## src/rtl/code_loader_if.sv

```systemverilog
// Byte-stream input and code-memory write bus of the code loader.
// The master modport is the loader side; slave is the host/memory side.
interface code_loader_if #(
    parameter int unsigned ADDR_W = 9
);
    logic [7:0]        in_data;
    logic              in_valid;
    logic              in_ready;
    logic              code_w_en;
    logic [ADDR_W-1:0] code_addr_in;
    logic [15:0]       code_in;

    modport master (
        input  in_data,
        input  in_valid,
        output in_ready,
        output code_w_en,
        output code_addr_in,
        output code_in
    );

    modport slave (
        output in_data,
        output in_valid,
        input  in_ready,
        input  code_w_en,
        input  code_addr_in,
        input  code_in
    );
endinterface

```

## src/rtl/code_loader.sv

```systemverilog
// Boot sequencer: loads a length-prefixed byte stream into code memory, then raises run.
// Defining CODE_LOADER_CSUM_EN adds a trailing XOR checksum byte and the error flag.
module code_loader #(
    parameter int unsigned ADDR_W    = 9,
    parameter int unsigned BASE_ADDR = 0
) (
    input  logic          clk,
    input  logic          rst,
    input  logic          load_start,
    input  logic          halt,
    code_loader_if.master bus,
    output logic          run,
    output logic          busy,
    output logic          done,
    output logic          error
);

    typedef enum logic [3:0] {
        StIdle,
        StLenHi,
        StLenLo,
        StDataHi,
        StDataLo,
        StWrite,
        StCsum,
        StRun,
        StError
    } state_e;

    localparam logic [ADDR_W-1:0] BaseAddr = ADDR_W'(BASE_ADDR);

    state_e            state_q;
    logic [7:0]        byte_hi_q;
    logic [ADDR_W-1:0] len_q;
    logic [ADDR_W-1:0] idx_q;
    logic [ADDR_W-1:0] addr_q;
    logic [15:0]       word_q;
    logic              done_q;
    logic              accept;
    logic [15:0]       len_raw;

`ifdef CODE_LOADER_CSUM_EN
    logic [7:0] csum_q;
    logic       error_q;
    logic       start_load;
`endif

    assign accept  = bus.in_valid & bus.in_ready;
    assign len_raw = {byte_hi_q, bus.in_data};

    // in_ready depends on state only, never on in_valid
    assign bus.in_ready = state_q inside {StLenHi, StLenLo, StDataHi, StDataLo, StCsum};
    // halt drops a pending write in the same cycle it is raised
    assign bus.code_w_en    = (state_q == StWrite) & ~halt;
    assign bus.code_addr_in = addr_q;
    assign bus.code_in      = word_q;

    assign run  = (state_q == StRun);
    assign busy = state_q inside {StLenHi, StLenLo, StDataHi, StDataLo, StWrite, StCsum};
    assign done = done_q;

    always_ff @(posedge clk or posedge rst) begin
        if (rst) begin
            state_q   <= StIdle;
            byte_hi_q <= '0;
            len_q     <= '0;
            idx_q     <= '0;
            addr_q    <= '0;
            word_q    <= '0;
            done_q    <= 1'b0;
        end else begin
            done_q <= 1'b0;
            if (halt) begin
                state_q <= StIdle;
            end else begin
                case (state_q)
                    StIdle: begin
                        if (load_start) state_q <= StLenHi;
                    end
                    StLenHi: begin
                        if (accept) begin
                            byte_hi_q <= bus.in_data;
                            state_q   <= StLenLo;
                        end
                    end
                    StLenLo: begin
                        if (accept) begin
                            len_q   <= len_raw[ADDR_W-1:0];
                            idx_q   <= '0;
                            state_q <= StDataHi;
                        end
                    end
                    StDataHi: begin
                        if (accept) begin
                            byte_hi_q <= bus.in_data;
                            state_q   <= StDataLo;
                        end
                    end
                    StDataLo: begin
                        if (accept) begin
                            word_q  <= {byte_hi_q, bus.in_data};
                            addr_q  <= BaseAddr + idx_q;
                            state_q <= StWrite;
                        end
                    end
                    StWrite: begin
                        if (idx_q == len_q) begin
`ifdef CODE_LOADER_CSUM_EN
                            state_q <= StCsum;
`else
                            state_q <= StRun;
                            done_q  <= 1'b1;
`endif
                        end else begin
                            idx_q   <= idx_q + 1'b1;
                            state_q <= StDataHi;
                        end
                    end
                    StCsum: begin
`ifdef CODE_LOADER_CSUM_EN
                        if (accept) begin
                            if (bus.in_data == csum_q) begin
                                state_q <= StRun;
                                done_q  <= 1'b1;
                            end else begin
                                state_q <= StError;
                            end
                        end
`else
                        state_q <= StIdle;
`endif
                    end
                    StRun, StError: begin
                        if (load_start) state_q <= StLenHi;
                    end
                    default: state_q <= StIdle;
                endcase
            end
        end
    end

`ifdef CODE_LOADER_CSUM_EN
    assign start_load = ~halt & load_start & (state_q inside {StIdle, StRun, StError});

    // Running XOR over every accepted byte before the checksum byte itself
    always_ff @(posedge clk or posedge rst) begin
        if (rst) begin
            csum_q  <= '0;
            error_q <= 1'b0;
        end else if (start_load) begin
            csum_q  <= '0;
            error_q <= 1'b0;
        end else if (!halt && accept) begin
            if (state_q == StCsum) begin
                if (bus.in_data != csum_q) error_q <= 1'b1;
            end else begin
                csum_q <= csum_q ^ bus.in_data;
            end
        end
    end

    assign error = error_q;
`else
    assign error = 1'b0;
`endif

endmodule

```

## src/flat_wrapper.sv

```systemverilog
// flat-port wrapper written by rule: the top's interface ports become plain ports
module code_loader_flat 
#(
    parameter int unsigned ADDR_W    = 9,
    parameter int unsigned BASE_ADDR = 0
)
  (clk, rst, load_start, halt, run, busy, done, error, bus_in_data, bus_in_valid, bus_in_ready, bus_code_w_en, bus_code_addr_in, bus_code_in);
  code_loader_if #(.ADDR_W(ADDR_W)) bus_i ();
  input  logic clk;
  input  logic rst;
  input  logic load_start;
  input  logic halt;
  output logic run;
  output logic busy;
  output logic done;
  output logic error;
  input wire logic [$bits(bus_i.in_data)-1:0] bus_in_data;
  input wire logic [$bits(bus_i.in_valid)-1:0] bus_in_valid;
  output wire logic [$bits(bus_i.in_ready)-1:0] bus_in_ready;
  output wire logic [$bits(bus_i.code_w_en)-1:0] bus_code_w_en;
  output wire logic [$bits(bus_i.code_addr_in)-1:0] bus_code_addr_in;
  output wire logic [$bits(bus_i.code_in)-1:0] bus_code_in;
  assign bus_i.in_data = bus_in_data;
  assign bus_i.in_valid = bus_in_valid;
  assign bus_in_ready = bus_i.in_ready;
  assign bus_code_w_en = bus_i.code_w_en;
  assign bus_code_addr_in = bus_i.code_addr_in;
  assign bus_code_in = bus_i.code_in;
  code_loader #(.ADDR_W(ADDR_W), .BASE_ADDR(BASE_ADDR)) u_core (.clk(clk), .rst(rst), .load_start(load_start), .halt(halt), .bus(bus_i), .run(run), .busy(busy), .done(done), .error(error));
endmodule
```

## config.mk

```make
export PLATFORM = sky130hd
export DESIGN_NAME = code_loader_flat
export DESIGN_NICKNAME = d
export VERILOG_FILES = /design/src/rtl/code_loader_if.sv /design/src/rtl/code_loader.sv /design/src/flat_wrapper.sv
export SDC_FILE = /design/constraint.sdc
export NUM_CORES = 1
export LEC_CHECK = 0
export CORE_ASPECT_RATIO = 0.5
export CORE_MARGIN = 2
export CORE_UTILIZATION = 58
export CTS_BUF_LIST = sky130_fd_sc_hd__clkbuf_2 sky130_fd_sc_hd__clkbuf_4 sky130_fd_sc_hd__clkbuf_8
export CTS_CLUSTER_SIZE = 10
export DETAILED_ROUTE_END_ITERATION = 6
export PLACE_DENSITY = 0.87
export SLEW_MARGIN = 5
export SYNTH_ARGS = -nofsm -noshare
export SYNTH_HDL_FRONTEND = slang
export SYNTH_SLANG_ARGS = --single-unit
```

## constraint.sdc

```tcl
create_clock -name clk -period 3.3 [get_ports clk]
set_input_delay 0.33 -clock clk [delete_from_list [all_inputs] [get_ports clk]]
set_output_delay 0.33 -clock clk [all_outputs]
set_load 0.005 [all_outputs]
```

## Yosys cells after proc, flatten, opt, wreduce, memory -nomap -nowiden

Cells that the tools add are included.

- Bitwise operators: 3
- Multiplexer cells: 14
- Add/sub/neg operators: 1
- Equal/unequal tests: 16
- Reductions and logical operators: 11

Operators by type and width:

| operator | count |
|---|---|
| two-way mux 4 bit | 6 |
| case mux 4 bit (6 select lines) | 1 |
| two-way mux 9 bit | 2 |
| case mux 9 bit (2 select lines) | 1 |
| equality test 4 x 3 -> 1 bit (second input constant) | 4 |
| != test 3 x 2 -> 1 bit (second input constant) | 4 |
| adder 9 x 1 -> 9 bit (second input constant) | 1 |
| equality test 9 bit | 1 |
| AND reduction 3 bit | 3 |
| equality test 4 x 2 -> 1 bit (second input constant) | 2 |
| nonzero test 6 bit | 1 |
| AND reduction 5 bit | 1 |
| nonzero test 5 bit | 1 |
| equality test 4 x 1 -> 1 bit (second input constant) | 1 |
| equality test 4 bit (second input constant) | 1 |
| zero test 4 bit | 1 |
| AND reduction 4 bit | 1 |
| two-way mux 1 bit | 3 |
| two-way mux 3 bit | 1 |
| != test 3 x 1 -> 1 bit (second input constant) | 1 |
| OR reduction 3 bit | 1 |
| AND 1 bit | 2 |
| != test 2 x 1 -> 1 bit (second input constant) | 1 |
| != test 2 bit (second input constant) | 1 |
| 3 further kinds | 3 |

- Bits of input ports: 13
- Register bits after elaboration: 56

## Logic depth before layout (Yosys ltp)

Gate-level depths: netlist of the first run.

- Depth after elaboration: 6
- Mapped depth: 7
- Gate-level depth less buffers: 6

## Least setup slack after synthesis of the first run

Ideal clock, no wire load.

- Path kind: register -> register
- Start point: register u_core.idx_q[5]
- End point: register u_core.idx_q[1]
- Stages on the path, launching flop included: 7
- Slack: 1,544 ps
- Arrival time: 1,634 ps
- Cell sequence: dfrtp_1 -> buf_4 -> xnor2_1 -> nand3_1 -> or4_1 -> clkbuf_2 -> a32o_1

- Word-level cells in the longest chain between the ends: 3

RTL lines:

| what | line | RTL |
|---|---|---|
| from (decl) | code_loader.sv:35 | `logic [ADDR_W-1:0] idx_q;` |
| from (signal assigned) | code_loader.sv:115 | `idx_q <= idx_q + 1'b1;` |
| equality test 9 bit | code_loader.sv:107 | `if (idx_q == len_q) begin` |
| != test 2 bit (no source line) | -- |  |
| AND reduction 4 bit (no source line) | -- |  |

No other way between the ends.
A chain may end at the register's enable or synchronous reset.

## Worst setup path after layout of the first run

- Start point: register u_core.state_q[0]
- End point: output bus_code_w_en

- Word-level cells in the longest chain between the ends: 2

RTL lines:

| what | line | RTL |
|---|---|---|
| from (decl) | code_loader.sv:32 | `state_e state_q;` |
| from (signal assigned) | code_loader.sv:64 | `state_q <= StIdle;` |
| from (signal assigned) | code_loader.sv:74 | `state_q <= StIdle;` |
| from (signal assigned) | code_loader.sv:78 | `if (load_start) state_q <= StLenHi;` |
| equality test 4 x 3 -> 1 bit | code_loader.sv:54 | `assign bus.code_w_en = (state_q == StWrite) & ~halt;` |
| AND 1 bit | code_loader.sv:54 |  |
| to (decl) | flat_wrapper.sv:20 | `output wire logic [$bits(bus_i.code_w_en)-1:0] bus_code_w_en;` |

No other way between the ends.

==> results of run 1 <==
worst max-delay path, stage by stage (launching register included):
cell,delay [ns]
dfrtp_1,0.62
nand3b_1,0.37
nor2_1,0.33
clkdlybuf4s50_1,0.55
sequential cells by signal, summed over array words and instances (netlist names):
register	flops
u_core.done	1
u_core.bus.code_addr_in	9
u_core.byte_hi_q	8
u_core.state_q	3
u_core.idx_q	9
u_core.bus.code_in	16
u_core.len_q	9
cells in the final DEF, fill, tap and decap left out, drive strengths merged, types with 2 or more instances in the layout:
| cell type | count |
|---|---|
| nor2 | 8 |
| a21oi | 5 |
| a31oi | 2 |
| buf | 3 |
| clkdlybuf4s50 | 42 |
| and3 | 3 |
| dfrtp | 55 |
| nor3 | 3 |
| nor4bb | 2 |
| nand3 | 5 |
| mux2 | 43 |
| clkbuf | 7 |
| nand2 | 10 |
| nor2b | 6 |
| o31ai | 4 |
| xnor2 | 9 |
| o21ai | 12 |
| nand4 | 2 |
stage by stage:
stage | total power (W) | instance area [sq um]
6_report | 0.00210 | 3050
5_1_grt | 0.00221 | 3050
4_1_cts | 0.00211 | 3050
3_5_place_dp | 0.00170 | 2940
3_3_place_gp | 0.00165 | 2940
2_1_floorplan | 0.00136 | 2470
cell families (layout without fill, tap and decap cells):
group	Yosys count	after routing	synth area share [%]
and+or+nand+nor	45	45	10.3
adders and majority gates	1	1	0.505
other	1	1	0.152
muxes	43	43	19.6
buffers and inverters	13	54	2.73
AOI/OAI and AO/OA	29	29	7.99
DFF	55	55	55.6
xor gates and xnor gates	9	9	3.19
cells in the mapped netlist:
cell	n	share of area, %
o31ai_1	4	1.2
or4_1	1	0.30
ha_1	1	0.51
buf_4	3	0.91
nand3b_1	1	0.30
nand2b_1	1	0.25
and3_1	2	0.51
nand2_1	10	1.5
inv_1	1	0.15
nand4b_1	1	0.35
nand4_1	2	0.51
dfrtp_1	55	56
o21ai_0	12	2.4
nand4bb_1	1	0.45
a22oi_1	1	0.30
nor4bb_1	2	0.81
a21o_1	1	0.30
nor2b_1	5	1.3
and3_2	1	0.30
nor2b_4	1	0.56
a22o_1	1	0.35
and2_2	1	0.30
a21oi_1	5	1.0
a32o_1	1	0.40
clkbuf_1	3	0.45
buf_2	5	1.0
conb_1	1	0.15
nand3_1	5	1.0
xnor2_1	9	3.2
o41ai_4	1	1.1
clkbuf_2	1	0.20
a221oi_1	1	0.35
nor2_1	8	1.2
mux2_2	43	20
nor3_1	3	0.61
a31oi_1	2	0.51
cell type report:
class,instances,area [sq um],share of cell area [%]
clock inverters,1,7.51,0.246
inverters,1,3.75,0.123
repair buffers,45,443,14.5
flip-flops and latches,55,1380,45.2
multi-input cells,128,1050,34.5
clock buffers,7,96.3,3.16
well taps,54,67.6,2.22
power breakdown:
group          switching, W  total (W)  internal (W)
registers          0.000157    0.00105      0.000888
clock network      0.000220   0.000412      0.000191
logic              0.000214   0.000641      0.000427
routing by layer:
| metal | track usage [%] | routed length, microns | vias up | part of all wire [%] |
|---|---|---|---|---|
| met1 | 32.1 | 2250 | 810 | 46 |
| met4 | 5.16 | 27 | 0 | 0.55 |
| met3 | 7.51 | 257 | 4 | 5.3 |
| li1 | - | - | 780 | - |
| met5 | 0 | 0 | - | 0 |
| met2 | 33.1 | 2330 | 70 | 48 |
worst max path at each step:
stage               cells past startpoint               from              end  slack [ns]
floorplan                               6    u_core.idx_q[5]  u_core.idx_q[1]        1.54
global placement                        3               halt    bus_code_w_en        1.16
detailed placement                      3               halt    bus_code_w_en        1.15
CTS                                     3  u_core.state_q[0]    bus_code_w_en        0.82
global route                            3  u_core.state_q[0]    bus_code_w_en        0.66
finish                                  3  u_core.state_q[0]    bus_code_w_en        0.79
==> results_dict.tcl, run 1 <==
set metrics [dict create \
    outcome "complete, no violations" \
    routabilityCongestion 0.855 \
    die_h_microns 50.2 \
    clockBufferDepth 2 \
    cts_sinks 55 \
    grt_max_degree 56 \
    arrival_ns 2.18 \
    dp_hpwl_mm 3.33 \
    syn_area_sq_um 2470 \
    hold_start "u_core.bus.code_in[11]" \
    skew_ns 0.00941 \
    fmax_ghz 0.398 \
    stdcell_count 291 \
    cts-root-buf "clkbuf_8" \
    cp_max_fo 14 \
    post_cts_buffers 0 \
    startpoint_type "flop" \
    pwr_density_cell_nw_per_um2 689 \
    path_clk_slew_ns 0.10 \
    tns_ns 0 \
    vias 1664 \
    crit_required_ns 2.97 \
    holdPathEnd "u_core.bus.code_in[11]" \
    vdd_drop_max_mv 0.536 \
    hold_class "reg -> reg" \
    pin_count 44 \
    cts-resized-gates 0 \
    slew-limit-headroom_pct 27.6 \
    ys_seq_area_share_pct 55.6 \
    cts-hold-fix-buffers 0 \
    port_buffers 42 \
    drc 0 \
    dp_slack_ns 1.15 \
    post-route-util_pct 76.1 \
    worst_slew_pin_slew_ns 1.09 \
    hold_depth 1 \
    area.growth.synth_to_final_pct 23.1 \
    cap_violations 0 \
    reg2reg_to "u_core.idx_q[0]" \
    antenna_left 0 \
    wl_mm 4.87 \
    nFillCells 251 \
    finalCritPeriodShare_pct 76.0 \
    routedWlPerCell_microns 16.7 \
    antenna_cells 0 \
    grt.total_usage_pct 22.3 \
    fin_hold_ws_ns 0.511 \
    first_pass_iters 4 \
    avgViaCountPerCell 5.72 \
    grt_setup_unrepaired "no" \
    leakage_nw 1.30 \
    coreArea_sq_um 4000 \
    end_kind "output pin" \
    worst_slack_ns 0.791 \
    grt_pass1_wl_mm 8.07 \
    fin_crit_ns 2.51 \
    final-hold-violation-count 0 \
    synth_area_per_cell_sq_um 12.6 \
    cts_htree_levels 2 \
    syn_nets 210 \
    slew_violations 0 \
    ys_warn_count 0 \
    ys_ff_latch 55 \
    reg2reg_slack_ns 1.15 \
    dpl.cell_count 283 \
    rr_worst_depth 5 \
    globalRouteOverflowTotal 0 \
    rows 16 \
    yosys.cell_types.count 36 \
    reg2reg_from "u_core.state_q[2]" \
    fin_nets 250 \
    drive_gt1_share_pct 25.7 \
    cts_tree "yes" \
    start_util_pct 61.8 \
    worstSetupPathType "reg -> out" \
    setup_viol 0 \
    antenna_found_initial 0 \
    drtIter0Drc 93 \
    die_w_microns 96.4 \
    clock_latency_ns 0.31 \
    cts-buffers-inserted 5 \
    grt_pass1_vias 1590 \
    synth_cells 196 \
    die-area_sq_um 4840 \
]
Power figures use the tool's default switching activity.
==> run 2, diff against run 1 <==
--- a/config.mk
+++ b/config.mk
@@ -7,11 +7,11 @@
 export LEC_CHECK = 0
 export CORE_ASPECT_RATIO = 0.5
 export CORE_MARGIN = 2
-export CORE_UTILIZATION = 58
+export CORE_UTILIZATION = 49
 export CTS_BUF_LIST = sky130_fd_sc_hd__clkbuf_2 sky130_fd_sc_hd__clkbuf_4 sky130_fd_sc_hd__clkbuf_8
 export CTS_CLUSTER_SIZE = 10
 export DETAILED_ROUTE_END_ITERATION = 6
-export PLACE_DENSITY = 0.87
+export PLACE_DENSITY = 0.78
 export SLEW_MARGIN = 5
 export SYNTH_ARGS = -nofsm -noshare
 export SYNTH_HDL_FRONTEND = slang
==> constraint.sdc (replaced) <==
create_clock -name clk -period 2.1 [get_ports clk]
set_input_delay 0.21 -clock clk [delete_from_list [all_inputs] [get_ports clk]]
set_output_delay 0.21 -clock clk [all_outputs]
set_load 0.005 [all_outputs]
==> results_dict.tcl, run 2 (synthesized netlist as in run 1, its figures left out) <==
set metrics [dict create \
    outcome "complete, no violations" \
    pwr-share-comb_pct 30.6 \
    cts_tree "yes" \
    p_total_w 0.00339 \
    start_util_pct 50.6 \
    fin_crit_ns 2.04 \
    fin_nets 257 \
    end_kind "output pin" \
    pin_count 44 \
    cts-hold-fix-buffers 0 \
    setup_viol 0 \
    worst_slew_pin_slew_ns 0.545 \
    path_clk_slew_ns 0.11 \
    coreArea_sq_um 4890 \
    clock_latency_ns 0.31 \
    drc 0 \
    critPathSlowestCell "clkdlybuf4s50_1" \
    die_w_microns 105 \
    cts-root-buf "clkbuf_8" \
    vias 1706 \
    dp_hpwl_mm 3.51 \
    avgViaCountPerCell 5.43 \
    final_common_cell "dfrtp_1" \
    slew_violations 0 \
    fmax_ghz 0.490 \
    antenna_found_initial 0 \
    startpoint_type "flop" \
    p_clk_share_pct 21.8 \
    leakage_nw 1.35 \
    cp_slowest_stage_delay_ns 0.54 \
    grt_setup_unrepaired "no" \
    wl_mm 4.85 \
    clockBufferDepth 2 \
    skew_ns 0.0102 \
    final-hold-violation-count 0 \
    cap_violations 0 \
    area.growth.synth_to_final_pct 27.2 \
    crit_buf_inv 2 \
    largest_register_ffs 16 \
    port_buffers 42 \
    cp_top_family "buffers and inverters" \
    vdd_drop_max_mv 0.719 \
    crit_required_ns 1.89 \
    drive_gt1_share_pct 28.3 \
    arrival_ns 1.83 \
    rows 18 \
    first_pass_iters 4 \
    p_int_w 0.00245 \
    dp_slack_ns 0.107 \
    cts_sinks 55 \
    cts-buffers-inserted 5 \
    grt.total_usage_pct 18.2 \
    drtIter0Drc 69 \
    antenna_cells 0 \
    grt_max_degree 56 \
    tns_ns 0 \
    final_cell_mix "dfrtp_1, mux2_2, clkdlybuf4s50_1, o21ai_0, nand2_1" \
    cp_max_fo 9 \
    hold_class "in -> async" \
    die_h_microns 54.3 \
    switching_power_w 0.000939 \
    routedWlPerCell_microns 15.4 \
    die-area_sq_um 5670 \
    finalCritPeriodShare_pct 97.2 \
    globalRouteOverflowTotal 0 \
    routabilityCongestion 0.833 \
    p_sw_share_pct 27.7 \
    p_seq_share_pct 47.7 \
    slew-limit-headroom_pct 63.5 \
    worstSetupPathType "reg -> out" \
    worst_slack_ns 0.0580 \
    cts_htree_levels 2 \
    grt_pass1_vias 1587 \
    crit_chain "buf_4 -> nand3b_1 -> nor2_2 -> clkdlybuf4s50_1" \
    antenna_left 0 \
    grt_pass1_wl_mm 7.93 \
    pwr_density_cell_nw_per_um2 1080 \
]
-- run 2: cell types whose count changed in the layout (fill, tap and decap cells not counted) --
cell,delta
buf_12,+1
buf_4,+6
bufinv_16,+1
clkbuf_8,-2
clkinvlp_4,-1
inv_6,+1
inv_8,+1
nor2_1,-1
nor2_2,+1
-- run 2: final cells by class --
cell class	instances	area, sq um
repair buffers	52	508
multi-input cells	128	1050
clock inverters	3	50.0
well taps	70	87.6
clock buffers	5	68.8
inverters	1	3.75
flip-flops and latches	55	1380
fillers	378	1740
-- run 2: per-layer routing --
layer,vias to the layer above,track usage (%),wire length [microns]
li1,801,-,-
met1,863,24.2,2250
met2,35,31.2,2340
met3,7,4.64,201
met4,0,4.28,46
met5,-,0,0
-- run 2: power by group through the flow --
stage | Clock (W) | Combinational [W] | Sequential [W]
5_1_grt | 0.000798 | 0.00113 | 0.00166
4_1_cts | 0.000748 | 0.00105 | 0.00162
3_5_place_dp | 0 | 0.00105 | 0.00164
3_3_place_gp | 0 | 0.00101 | 0.00162
2_1_floorplan | 0 | 0.000542 | 0.00159
6_report | 0.000738 | 0.00104 | 0.00162
-- run 2: path summary, 6_finish.rpt --
check / startpoint / to / slack [ns] / cells past startpoint
setup / recovery: u_core.state_q[1] / bus_code_w_en / 0.06 / 4
hold / removal: rst / u_core.bus.code_in[7] / 0.25 / 3
setup reg to reg: u_core.idx_q[0] / u_core.idx_q[3] / 0.12 / 5
hold reg to reg: u_core.bus.code_addr_in[3] / u_core.bus.code_addr_in[3] / 0.51 / 1
max in group asynchronous: rst / u_core.idx_q[6] / 1.60 / 3
min in group clk: u_core.bus.code_addr_in[3] / u_core.bus.code_addr_in[3] / 0.51 / 1
-- run 2: tightest hold or removal path: stages --
cell             delay [ns]
clkdlybuf4s50_1        0.41
inv_2                  0.07
buf_12                 0.27
-- run 2: timing repair --
action                     4_1_cts  5_1_grt
setup endpoints to repair        0        1
setup buffers                    0        0
resized for setup                0        1
-- run 2: stage by stage --
| step | hold WS, ns | util [%] | instances | area [sq um] |
|---|---|---|---|---|
| 6_report | 0.251 | 64.4 | 314 | 3150 |
| 5_1_grt | 0.279 | 64.4 | 314 | 3150 |
| 4_1_cts | 0.265 | 64.4 | 314 | 3150 |
| 3_5_place_dp | 0.496 | 62.0 | 306 | 3030 |
| 3_3_place_gp | 0.483 | 62.0 | 306 | 3030 |
| 2_1_floorplan | 0.361 | - | 196 | 2470 |
